`config.mk`:
```
export PLATFORM = sky130hd
export DESIGN_NAME = dp_mem_port_arbiter
export DESIGN_NICKNAME = d
export VERILOG_FILES = /design/src/rtl/dp_mem_port_arbiter.sv
export SDC_FILE = /design/constraint.sdc
export NUM_CORES = 1
export LEC_CHECK = 0
export ABC_CLOCK_PERIOD_IN_PS = 3100
export BUFFER_PORTS_ARGS = -buffer_cell sky130_fd_sc_hd__buf_2
export CAP_MARGIN = 20
export CORE_ASPECT_RATIO = 1.1
export CORE_MARGIN = 4
export CORE_UTILIZATION = 35
export CTS_BUF_LIST = sky130_fd_sc_hd__clkbuf_2
export CTS_CLUSTER_SIZE = 28
export DETAILED_ROUTE_END_ITERATION = 8
export PLACE_DENSITY = 0.71
export SETUP_SLACK_MARGIN = 0.2
export SKIP_CTS_REPAIR_TIMING = 1
export SLEW_MARGIN = 20
export SYNTH_ARGS = -nofsm -noshare
export SYNTH_HDL_FRONTEND = slang
export SYNTH_SLANG_ARGS = --single-unit
```
`constraint.sdc`:
```
create_clock -name clk -period 3.1 [get_ports clk]
set_input_delay 0.155 -clock clk [delete_from_list [all_inputs] [get_ports clk]]
set_output_delay 0.155 -clock clk [all_outputs]
set_load 0.05 [all_outputs]
```
`src/rtl/dp_mem_port_arbiter.sv`:
```
// dp_mem_port_arbiter: round-robin sharing of one DP_MEM port among N_REQ
// requesters, one transaction outstanding, with a watchdog that aborts
// accesses the memory never accepts.
//
// state | meaning
// ------+------------------------------------------------------------
// IDLE  | no transaction; candidate offered req_ready combinationally
// ISSUE | mem_valid high, waiting for mem_ready; watchdog running
// WAIT  | read accepted, counting down the read latency
// RESP  | one-cycle rsp_valid pulse to the owner; ptr advances
module dp_mem_port_arbiter #(
    parameter int N_REQ   = 4,
    parameter int ADDR_W  = 8,
    parameter int DATA_W  = 32,
    parameter int RD_LAT  = 1,
    parameter int TIMEOUT = 16
) (
    input  logic                       clk,
    input  logic                       rst,
    input  logic [N_REQ-1:0]           req_valid,
    output logic [N_REQ-1:0]           req_ready,
    input  logic [N_REQ-1:0]           req_op,
    input  logic [N_REQ*ADDR_W-1:0]    req_addr,
    input  logic [N_REQ*DATA_W-1:0]    req_wdata,
    output logic [N_REQ-1:0]           rsp_valid,
    output logic [DATA_W-1:0]          rsp_rdata,
    output logic                       rsp_err,
    output logic                       mem_valid,
    input  logic                       mem_ready,
    output logic                       mem_op,
    output logic [ADDR_W-1:0]          mem_addr,
    output logic [DATA_W-1:0]          mem_wdata,
    input  logic [DATA_W-1:0]          mem_rdata,
    output logic                       busy,
    output logic [$clog2(N_REQ)-1:0]   grant_id
);

    localparam int GID_W = $clog2(N_REQ);
    localparam int WD_W  = $clog2(TIMEOUT + 1);
    localparam int LAT_W = $clog2(RD_LAT + 1);

    localparam logic [1:0] S_IDLE  = 2'd0;
    localparam logic [1:0] S_ISSUE = 2'd1;
    localparam logic [1:0] S_WAIT  = 2'd2;
    localparam logic [1:0] S_RESP  = 2'd3;

    logic [1:0]       state;
    logic [GID_W-1:0] ptr;
    logic [GID_W-1:0] cand;
    logic             cand_found;
    logic [GID_W:0]   scan_sum;
    logic [WD_W-1:0]  wd_cnt;
    logic [LAT_W-1:0] lat_cnt;

    // Round-robin scan: first valid requester at or after ptr, wrapping.
    always_comb begin
        cand       = '0;
        cand_found = 1'b0;
        scan_sum   = '0;
        for (int k = 0; k < N_REQ; k++) begin
            scan_sum = {1'b0, ptr} + (GID_W+1)'(k);
            if (scan_sum >= (GID_W+1)'(N_REQ))
                scan_sum = scan_sum - (GID_W+1)'(N_REQ);
            if (!cand_found && req_valid[scan_sum[GID_W-1:0]]) begin
                cand_found = 1'b1;
                cand       = scan_sum[GID_W-1:0];
            end
        end
    end

    // Offer the grant only while idle; held off during reset so no
    // request is consumed by a cycle that the reset is about to discard.
    always_comb begin
        req_ready = '0;
        if (state == S_IDLE && cand_found && !rst)
            req_ready[cand] = 1'b1;
    end

    // Transaction FSM with registered memory and response outputs.
    always_ff @(posedge clk) begin
        if (rst) begin
            state     <= S_IDLE;
            ptr       <= '0;
            grant_id  <= '0;
            wd_cnt    <= '0;
            lat_cnt   <= '0;
            rsp_valid <= '0;
            rsp_rdata <= '0;
            rsp_err   <= 1'b0;
            mem_valid <= 1'b0;
            mem_op    <= 1'b0;
            mem_addr  <= '0;
            mem_wdata <= '0;
            busy      <= 1'b0;
        end else begin
            rsp_valid <= '0;
            case (state)
                S_IDLE: begin
                    if (cand_found) begin
                        mem_op    <= req_op[cand];
                        mem_addr  <= req_addr[int'(cand)*ADDR_W +: ADDR_W];
                        mem_wdata <= req_wdata[int'(cand)*DATA_W +: DATA_W];
                        grant_id  <= cand;
                        wd_cnt    <= '0;
                        mem_valid <= 1'b1;
                        busy      <= 1'b1;
                        state     <= S_ISSUE;
                    end
                end
                S_ISSUE: begin
                    if (mem_ready) begin
                        mem_valid <= 1'b0;
                        if (mem_op) begin
                            rsp_valid[grant_id] <= 1'b1;
                            rsp_rdata           <= '0;
                            rsp_err             <= 1'b0;
                            state               <= S_RESP;
                        end else begin
                            lat_cnt <= LAT_W'(RD_LAT - 1);
                            state   <= S_WAIT;
                        end
                    end else if (wd_cnt == WD_W'(TIMEOUT - 1)) begin
                        // Memory never accepted: abort with an error response.
                        mem_valid           <= 1'b0;
                        rsp_valid[grant_id] <= 1'b1;
                        rsp_rdata           <= '0;
                        rsp_err             <= 1'b1;
                        state               <= S_RESP;
                    end else begin
                        wd_cnt <= wd_cnt + 1'b1;
                    end
                end
                S_WAIT: begin
                    if (lat_cnt == '0) begin
                        rsp_valid[grant_id] <= 1'b1;
                        rsp_rdata           <= mem_rdata;
                        rsp_err             <= 1'b0;
                        state               <= S_RESP;
                    end else begin
                        lat_cnt <= lat_cnt - 1'b1;
                    end
                end
                S_RESP: begin
                    ptr     <= (grant_id == GID_W'(N_REQ - 1)) ? '0 : grant_id + 1'b1;
                    rsp_err <= 1'b0;
                    busy    <= 1'b0;
                    state   <= S_IDLE;
                end
                default: begin
                    mem_valid <= 1'b0;
                    busy      <= 1'b0;
                    state     <= S_IDLE;
                end
            endcase
        end
    end

endmodule
```
==> flow_results.org <==
** Power and ir drop
- Standby leakage power :: roughly 3.8 nW
- Max VDD drop :: between 0.0006 and 0.0007 V
- Dividing total power by cell area gives a power density of 791.1 mW/mm².

** Critical path
- The number of cells on the worst reg-to-reg path is 6.
- The worst register-to-register path has a setup slack of ~320 ps.
- In this run the worst path has a maximum fanout of 18.
- STA classifies the critical path startpoint as a register.
- The worst setup path is of the register to register kind.
- At the worst endpoint, the required time is approximately 3600 ps.
- The critical path starts at ptr[1].
- Crit. End Element :: register
- Worst setup path endpoint :: mem_wdata[21]
- Arrival time of the worst setup path :: about 3300 ps
- Launching point of the worst reg2reg path :: ptr[1]
- Worst flop-to-flop path endpoint :: mem_wdata[21]

** Detailed routing
- Wirelength, routed :: roughly 21000 µm
- In the routed layout, each cell is associated on average with a via count of approximately 5.4.
- The first routing iteration left approximately 380 violations.
- Once detail routing completed, the nets flagged for antenna violations numbered 0.
- Average wire length per cell after detail routing :: 18.45 µm
- Routed via count :: approximately 6.3k
- Number of design rule violations left after detail routing :: 0
- The first detailed-routing pass ran for 5 iterations.

** Cells and area
- Commonest cells after routing, fill and taps aside :: sky130_fd_sc_hd__buf_2, sky130_fd_sc_hd__dlygate4sd3_1, sky130_fd_sc_hd__dfxtp_1
- Fraction of final layout cells with drive strength greater than 1 :: 0.3286
- Summing all multi-input logic gate instances after layout gives roughly 0.0026 mm².
- The filler cells instantiated in the layout total approximately 1.1k.
- Registers take 0.001822 mm².
- Final design utilization :: 0.6206
- The library cell used most frequently in the layout, excluding fill and tap cells, is sky130_fd_sc_hd__buf_2.
- The net count of the finished layout is approximately 1.2k.
- Area Overhead vs Synth :: 73.75%

** Clock tree
- Clk buf depth :: 2
- Clock Tree Root :: sky130_fd_sc_hd__clkbuf_2
- Number of buffers added by the clock tree synthesis step :: 9
- TritonCTS built the clock tree.
- Clock tree synthesis found a total of 91 sinks.
- Post-CTS clock slew at the launch and capture registers of the worst setup and hold paths :: 270 ps
- At the later pin of the worst-skew pair, clock insertion delay measures 580 ps.
- CTS built an H-tree with a depth of 3.

** Yosys
- Post-Synthesis Mean Instance Area :: approximately 8.5 µm²
- Synth Area in Compound Gates :: 0.2179
- Yosys mapped the design onto 45 distinct sky130hd cell types.
- The number of nets handed over by synthesis was around 770.
- Number of cells produced by synthesis :: approximately 560
- Count of flip-flops with a built-in enable after synthesis :: 0
- In the synthesized netlist the dominant register cell turns out to be sky130_fd_sc_hd__dfxtp_1.
- In the synthesized netlist the async set-or-reset flop fraction comes to 0.
- Largest family of logic cells by synthesized area :: compound AO/OA/AOI/OAI gates
- Synthesis inferred 91 register bits.
- For this run, the number of Yosys warnings is 0.
- Post-synthesis mux area share :: 0.1042
- The synthesized netlist occupies a cell area of approximately 0.0047 mm².
- Of the total synthesized cell area, the portion taken by AND, OR, NAND and NOR gates is 0.2028.
- Xor and xnor area share after synthesis :: 0.003712
- Of the total synthesized cell area, the portion taken by full adders, half adders and majority gates is 0.02651.
- Seq/Total Area, Yosys :: 0.3860

** Global route
- Aggregate global-route resource usage :: 0.2025
- Overall overflow remaining after global route :: 0
- The first global-routing pass estimated 24780 µm of wire.
- The number of antenna violations at the first check in global routing was 9.
- Entering global routing, the biggest net connects between 50 and 60 pins.
- The via count of the first global-routing pass is about 4.8k.

** Run
- Count of max-cap constraint violations :: 0

** Placement
- Count of buffers from port buffering :: 288
- Detailed placer's ending HPWL :: 12310 µm
- Routability-driven placement finished with a final weighted congestion of about 0.83.

** Timing
- Minimum clock period :: about 2800 ps
- Final max-slew violation count :: 0
- Worst-case clock skew :: between 30 and 40 ps
- Static timing analysis puts the maximum clock frequency at between 300 and 400 MHz.
- For the pin with the worst max-slew slack, the measured transition is ~870 ps.
- Count of endpoints failing setup in the final report :: 0
- RSZ-0062 raised after global routing :: false
- Of the available clock period, the critical path in the final layout requires 0.8983.
- Worst hold slack across all endpoints :: -26.71 ps
- Setup total negative slack on the finished layout was measured at 0 ps.
- Tightest slew margin relative to the limit :: 0.4149
- The total count of hold-check failures in the final report is 2.

** Die
- Starting utilization of the core area :: 0.3572
- Area of the die :: roughly 0.015 mm²
- In this run the horizontal extent of the chip is 118.7 µm.
- Num ports :: just under 300
- The floorplan has between 40 and 50 rows.
- After floorplanning, the core was sized to cover 0.01321 mm².
- Die extent in y :: around 130 µm

** Run status
- The checks that failed: negative hold slack.
- Run status :: finished, violations left

** Worst hold path
- Path type of the worst min-delay path :: input pin to register
[metrics by stage]
step / power (mW) / hold WS [ps] / setup WS [ps] / instance area (µm²) / cells
2_1_floorplan: 4.273 / 321.3 / 515.9 / 4720 / 555
3_3_place_gp: 5.136 / 430.6 / 689.6 / 6231 / 959
3_5_place_dp: 5.145 / 434.0 / 635.7 / 6231 / 959
4_1_cts: 5.823 / -259.1 / 378.1 / 6356 / 973
5_1_grt: 6.845 / -13.20 / 140.7 / 8198 / 1157
6_report: 6.487 / -26.71 / 315.1 / 8200 / 1158
[worst max-delay path, stage by stage, from the launching register on]
cell                            delay, ps
sky130_fd_sc_hd__dfxtp_1              570
sky130_fd_sc_hd__a21boi_0             220
sky130_fd_sc_hd__o221ai_4             670
sky130_fd_sc_hd__mux2i_1              180
sky130_fd_sc_hd__dlygate4sd3_1        600
sky130_fd_sc_hd__or2_0                240
sky130_fd_sc_hd__a211oi_1             270
[worst min-delay path by stage]
stage | from | endpoint | slack (ps) | depth (start not counted)
floorplan | mem_rdata[16] | rsp_rdata[16] | 320 | 2
global placement | mem_rdata[1] | rsp_rdata[1] | 430 | 3
detailed placement | mem_rdata[15] | rsp_rdata[15] | 430 | 3
CTS | mem_rdata[15] | rsp_rdata[15] | -260 | 3
global route | req_valid[0] | busy | -10 | 4
finish | req_wdata[25] | mem_wdata[25] | -30 | 4
[state kept, by name (all words and copies together) (netlist names)]
name,flops
mem_valid,1
rsp_err,1
rsp_valid,4
wd_cnt,5
ptr,2
state,2
rsp_rdata,32
busy,1
mem_addr,8
grant_id,2
mem_wdata,32
mem_op,1
[kinds of logic after synthesis]
logic type               Yosys count
AND/OR/NAND/NOR                  200
AO/OA/AOI/OAI                    145
flip-flops                        91
buffers and inverters             62
multiplexers                      45
adder cells (fa/ha/maj)           10
XOR/XNOR                           2
[area by class of cell]
type                            count  share of cell area
Antenna cell                        2           0.0006103
Clock buffer                        9            0.005493
Clock inverter                      5            0.009765
Inverter                            8            0.003662
Multi-Input combinational cell    402              0.3230
Sequential cell                    91              0.2222
Tap cell                          161             0.02457
Timing Repair Buffer              480              0.4107
[where the power goes]
| part | switching [mW] | leakage, nW | internal, mW |
|---|---|---|---|
| Combinational | 2.64 | 2.94 | 1.48 |
| Sequential | 0.203 | 0.746 | 1.49 |
| Clock | 0.419 | 0.0715 | 0.256 |
[per-layer routing]
layer / routed length (µm) / global-route usage / vias to the layer above / share of wire
li1: - / - / 2873 / -
met1: 7857 / 0.2343 / 2901 / 0.37
met2: 10180 / 0.3338 / 421 / 0.48
met3: 2317 / 0.08843 / 105 / 0.11
met4: 977 / 0.07771 / 6 / 0.046
met5: 34 / 0 / - / 0.0016
[Yosys cell counts, types with 2 or more instances]
cell type | instances | share of area
sky130_fd_sc_hd__a211oi_1 | 3 | 0.0048
sky130_fd_sc_hd__mux2i_1 | 12 | 0.025
sky130_fd_sc_hd__o21ai_1 | 2 | 0.0021
sky130_fd_sc_hd__mux2_1 | 32 | 0.076
sky130_fd_sc_hd__a221o_1 | 32 | 0.068
sky130_fd_sc_hd__clkbuf_1 | 37 | 0.029
sky130_fd_sc_hd__a21boi_0 | 2 | 0.0032
sky130_fd_sc_hd__nor2b_1 | 6 | 0.0080
sky130_fd_sc_hd__ha_1 | 10 | 0.027
sky130_fd_sc_hd__a211oi_2 | 7 | 0.019
sky130_fd_sc_hd__nand3_1 | 34 | 0.036
sky130_fd_sc_hd__or2_1 | 7 | 0.0093
sky130_fd_sc_hd__inv_1 | 7 | 0.0056
sky130_fd_sc_hd__buf_4 | 6 | 0.0095
sky130_fd_sc_hd__a221oi_1 | 9 | 0.017
sky130_fd_sc_hd__and2_1 | 5 | 0.0066
sky130_fd_sc_hd__a21oi_1 | 76 | 0.081
sky130_fd_sc_hd__dfxtp_1 | 91 | 0.39
sky130_fd_sc_hd__nor3_1 | 35 | 0.037
sky130_fd_sc_hd__nand2_1 | 37 | 0.029
sky130_fd_sc_hd__o21ai_0 | 5 | 0.0053
sky130_fd_sc_hd__nor2_1 | 58 | 0.046
sky130_fd_sc_hd__nand2b_1 | 4 | 0.0053
sky130_fd_sc_hd__or3b_1 | 2 | 0.0037
sky130_fd_sc_hd__buf_2 | 9 | 0.0095
sky130_fd_sc_hd__o221a_2 | 2 | 0.0048
sky130_fd_sc_hd__xor2_1 | 2 | 0.0037
sky130_fd_sc_hd__nor3b_1 | 5 | 0.0080
sky130_fd_sc_hd__or2_0 | 2 | 0.0027
(Power assumes the default switching activity.)
